--- src/rtl/pwm_multi_channel.sv ---
// pwm_multi_channel: multi-output PWM sharing one prescaled edge/center-aligned timebase,
// with double-buffered period/duty/mode that commit only at a period boundary.
module pwm_multi_channel #(
    parameter int WIDTH = 8,
    parameter int CHANNELS = 4,
    parameter int PRESCALE_W = 8,
    localparam int SEL_W = (CHANNELS > 1) ? $clog2(CHANNELS) : 1
) (
    input  logic                  clk,
    input  logic                  rst_n,
    input  logic                  enable,
    input  logic                  center_mode,
    input  logic [PRESCALE_W-1:0] prescale,
    input  logic                  period_wr,
    input  logic [WIDTH-1:0]      period_in,
    input  logic                  duty_wr,
    input  logic [SEL_W-1:0]      duty_sel,
    input  logic [WIDTH-1:0]      duty_in,
    output logic [CHANNELS-1:0]   pwm_out,
    output logic                  cycle_start,
    output logic                  update_pending
);
    localparam logic [SEL_W:0] NUM_CH = (SEL_W + 1)'(CHANNELS);

    logic [PRESCALE_W-1:0] pre;
    logic [WIDTH-1:0]      cnt, cnt_nxt, per_act, per_sh;
    logic [WIDTH-1:0]      duty_act [CHANNELS];
    logic [WIDTH-1:0]      duty_sh  [CHANNELS];
    logic                  dir_dn, dir_nxt, mode_act;
    logic                  tick, bnd, duty_ok, wr_acc;

    // Center mode bounces 0..P..1; P = 0 makes every tick a boundary.
    always_comb begin
        tick    = enable && pre == prescale;
        bnd     = tick && (mode_act ? (per_act == '0 || (dir_dn && cnt == WIDTH'(1)))
                                    : cnt == per_act);
        cnt_nxt = (mode_act && dir_dn) ? cnt - WIDTH'(1) : cnt + WIDTH'(1);
        dir_nxt = dir_dn || (mode_act && cnt_nxt == per_act);
        duty_ok = duty_wr && {1'b0, duty_sel} < NUM_CH;
        wr_acc  = period_wr || duty_ok;
    end

    always_ff @(posedge clk or negedge rst_n) begin
        if (!rst_n) begin
            pre            <= '0;
            cnt            <= '0;
            dir_dn         <= 1'b0;
            per_act        <= '1;
            per_sh         <= '1;
            mode_act       <= 1'b0;
            update_pending <= 1'b0;
            cycle_start    <= 1'b0;
            pwm_out        <= '0;
            for (int i = 0; i < CHANNELS; i++) begin
                duty_act[i] <= '0;
                duty_sh[i]  <= '0;
            end
        end else begin
            pre    <= (!enable || tick) ? '0 : pre + PRESCALE_W'(1);
            cnt    <= (!enable || bnd) ? '0 : tick ? cnt_nxt : cnt;
            dir_dn <= (!enable || bnd) ? 1'b0 : tick ? dir_nxt : dir_dn;
            if (period_wr)
                per_sh <= period_in;
            // While idle, the active set tracks shadow including a same-clock write.
            if (!enable)
                per_act <= period_wr ? period_in : per_sh;
            else if (bnd)
                per_act <= per_sh;
            if (!enable || bnd)
                mode_act <= center_mode;
            for (int i = 0; i < CHANNELS; i++) begin
                if (duty_wr && duty_sel == SEL_W'(i))
                    duty_sh[i] <= duty_in;
                if (!enable)
                    duty_act[i] <= (duty_wr && duty_sel == SEL_W'(i)) ? duty_in : duty_sh[i];
                else if (bnd)
                    duty_act[i] <= duty_sh[i];
                pwm_out[i] <= enable && cnt < duty_act[i];
            end
            update_pending <= enable && (wr_acc || (update_pending && !bnd));
            cycle_start    <= bnd;
        end
    end
endmodule

--- config.mk ---
export PLATFORM = sky130hd
export DESIGN_NAME = pwm_multi_channel
export DESIGN_NICKNAME = d
export VERILOG_FILES = /design/src/rtl/pwm_multi_channel.sv
export SDC_FILE = /design/constraint.sdc
export NUM_CORES = 1
export LEC_CHECK = 0
export BUFFER_PORTS_ARGS = -buffer_cell sky130_fd_sc_hd__buf_2
export CORE_MARGIN = 5
export CORE_UTILIZATION = 34
export CTS_CLUSTER_SIZE = 20
export DETAILED_ROUTE_END_ITERATION = 16
export HOLD_SLACK_MARGIN = 0.15
export PLACE_DENSITY = 0.48
export SYNTH_ARGS = -nofsm -noshare
export SYNTH_HDL_FRONTEND = slang
export SYNTH_SLANG_ARGS = --single-unit
--- constraint.sdc ---
create_clock -name clk -period 1.9 [get_ports clk]
set_input_delay 0.095 -clock clk [delete_from_list [all_inputs] [get_ports clk]]
set_output_delay 0.095 -clock clk [all_outputs]
set_load 0.05 [all_outputs]
==> flow_summary.rst <==
.. list-table::
   :header-rows: 1

   * - Metric
     - Value
   * - Die footprint
     - 18280 um^2
   * - Number of instances in the synthesized netlist
     - 475
   * - Crit. End Element
     - flip-flop
   * - Remaining DRCs
     - 0
   * - Clock insertion delay at the later pin of the skew report
     - 0.35 ns
   * - Initial antenna violation count
     - 0
   * - Net count after synthesis
     - 539
   * - Total CTS buffers
     - 9
   * - Post-synth design cell area
     - 5330 um^2
   * - Std-Cell Rows
     - 45
   * - Mean number of vias per cell
     - 4.949
   * - Std-Cell Core Area
     - 15310 um^2
   * - Largest net degree at the start of global routing
     - 71
   * - Data required time of the critical path
     - 2.17 ns
   * - Buffers on Ports
     - 37
   * - Clock Tree Root
     - clkbuf_16
   * - Top-level I/O count
     - 38
   * - Worst Hold Margin
     - 0.1622 ns
   * - Maximum resistive drop on vdd
     - 0.4367 mV
   * - Final hold violations
     - 0
   * - ANT nets after route
     - 0
   * - Async set-reset flop share out of synthesis
     - 100.0%
   * - Cell type contributing the most total cell area after synthesis
     - dfrtp_1
   * - Die extent in y
     - 135.2 um
   * - Final GP Congestion
     - 0.8405
   * - Wire length after detailed routing
     - 13.41 mm
   * - Post-DR wirelength/cell
     - 16.80 um
   * - Final critical path time including I/O delays and setup
     - 1.997 ns
   * - Top cells by area in the synthesized netlist
     - dfrtp_1 41%, mux2_2 8.7%, dfstp_2 7.9%
   * - Result of the run
     - finished, violations left
   * - Initial core utilization
     - 34.80%
   * - Most common cell after layout, fill and taps aside
     - dfrtp_1
   * - Leakage dissipation
     - 3.194 nW
   * - CP startpoint kind
     - flip-flop
   * - Clk sinks
     - 104
   * - Vias in the first global route
     - 4288
   * - Period utilisation layout
     - 105.1%
   * - Transition time at the pin with the least slew margin
     - 0.4253 ns
   * - Final layout net count
     - 646
   * - Tot GR Track Use
     - 15.43%
   * - Flip-flop cell with the highest count after synthesis
     - dfrtp_1
   * - Setup repair after global routing missed its margin
     - yes
   * - Warnings from Yosys
     - 0
   * - Fmax achieved
     - 0.5008 GHz
   * - Vias post-DR
     - 3949
   * - Post-layout worst setup margin
     - -0.09690 ns
   * - Horizontal extent of the die
     - 135.2 um
   * - Number of detailed-route iterations in the first pass
     - 4
   * - Wire length of the first global-routing pass
     - 21.96 mm
   * - Layout cell share with drive strength beyond 1
     - 36.46%
   * - Number of inserted diodes
     - 0
   * - Total congestion overflow
     - 0
   * - Total of max-cap violations
     - 0
   * - CTS tree
     - built
   * - Max Fanout on Critical Path
     - 14
   * - Bufs on Longest Clock Path
     - 2
   * - Reg2reg path depth
     - 6
   * - Sequential Area
     - 2624 um^2
   * - Max-slew violation total from the final report
     - 0
   * - Worst Path Class, Setup
     - reg -> reg
   * - Share of the synthesized area in the top cell type
     - 41.31%
   * - Failing checks
     - setup timing
   * - Pwr per Cell Area
     - 820.4 nW/um^2
   * - Count of endpoints failing setup in the final report
     - 46
   * - Most used cells in the layout excluding fill and tap cells
     - 87 x dfrtp_1, 51 x buf_4, 40 x mux2_2
   * - Number of fillers in the final layout
     - 1510
   * - Count of distinct cell types in the synthesized netlist
     - 52
   * - Combined area of the multi-input logic cells
     - 2656 um^2
   * - Clock transition at the register clock pins on the worst setup and hold paths after CTS
     - 0.07 ns
   * - Synthesis-to-finish area growth
     - 28.59%
   * - Total power
     - 5.623 mW
   * - Arr. time, crit path
     - 2.27 ns
   * - Half-perimeter wire length of the detailed placement result
     - 9.814 mm
   * - Flip-flop and latch count after synthesis
     - 104
   * - Worst max-slew margin expressed relative to the limit
     - 71.65%
   * - Hold crit path type
     - in -> async
   * - Count of routing violations after the opening detailed-route iteration
     - 157
   * - Number of enable flip-flop cells after synthesis
     - 0
   * - Sequential-to-total area share from yosys stat
     - 49.20%
   * - Syn avg cell area
     - 11.22 um^2
   * - Number of levels the H-tree was split into
     - 3
   * - Post-Route Skew
     - 0.009228 ns
-- layout make-up --
type                       count  share of cell area (%)
clock buffer                  11                   3.395
clock inverter                 5                  0.8215
inverter                      32                   1.752
multi-input combinational    318                   38.76
sequential                   104                   38.28
tap                          211                   3.852
timing repair buffer         117                   13.14
-- routing by layer --
layer | routed length [um] | vias up | global-route usage [%]
met5 | 0 | - | 0
met1 | 6149 | 1962 | 19.27
met3 | 341 | 17 | 2.972
li1 | - | 1917 | -
met2 | 6637 | 53 | 26.52
met4 | 281 | 0 | 5.767
-- through the flow --
step / worst slack [ns] / std cells / util [%] / TNS [ns] / instance area (um^2)
floorplan: -0.1179 / 475 / - / -0.5198 / 5359
global placement: -0.1104 / 757 / 39.94 / -2.916 / 6117
detailed placement: -0.1319 / 757 / 39.94 / -3.130 / 6117
CTS: -0.1037 / 796 / 43.62 / -3.603 / 6680
global route: -0.2163 / 798 / 44.75 / -7.634 / 6854
finish: -0.09690 / 798 / 44.75 / -1.941 / 6854
-- sequential cells by signal (all words and copies together), names as in the netlist --
| name | flops |
|---|---|
| per_act | 8 |
| dir_dn | 1 |
| duty_sh | 32 |
| mode_act | 1 |
| duty_act | 32 |
| pre | 8 |
| cnt | 8 |
| cycle_start | 1 |
| per_sh | 8 |
| update_pending | 1 |
| pwm_out | 4 |
-- worst max-delay path, stage by stage (launching register included) --
cell     delay, ns
dfstp_2       0.56
xor2_1        0.10
nor4_2        0.36
a21oi_2       0.14
o31a_1        0.37
buf_6         0.20
a21oi_1       0.17
-- kinds of logic (layout without fill, tap and decap cells) --
logic type	Yosys count	after routing	synth area share, %
AO/OA/AOI/OAI	116	116	14.55
flip-flops	104	104	49.20
AND/OR/NAND/NOR	89	89	8.639
buffers and inverters	53	165	4.507
multiplexers	50	50	10.35
adder cells (fa/ha/maj)	32	32	7.512
XOR/XNOR	31	31	5.235
-- Yosys cell counts (9+ instances only) --
library cell  number
dfrtp_1           88
mux2_2            41
nor2_1            33
a21oi_1           32
ha_1              32
inv_1             31
o22ai_1           30
xor2_1            17
dfstp_2           16
xnor2_1           13
nand2_1           10
a21o_1             9
buf_2              9
mux2i_1            9
-- final timing paths --
check / slack [ns] / start / end
min in group clk: 0.28 / duty_sel[1] / duty_sh[15]
min reg2reg: 0.50 / duty_sh[15] / duty_act[15]
max reg2reg: -0.1 / per_act[0] / duty_act[11]
max in group asynchronous: 1.03 / rst_n / per_act[7]
max: -0.1 / per_act[0] / duty_act[11]
min: 0.16 / rst_n / pre[4]
-- what timing repair did --
action	in CTS	in global routing
endpoints found under the setup margin	47	53
endpoints found under the hold margin	132	0
setup buffers	2	2
pin swaps	7	13
hold buffers	21	0
resized for setup	12	32
-- where the power goes --
part	switching, mW	total, mW	internal [mW]
Combinational	0.552	1.06	0.510
Clock	0.837	1.86	1.02
Sequential	0.155	2.70	2.55
Total	1.54	5.62	4.08
Note: power is estimated with default switching activity, not from simulation.
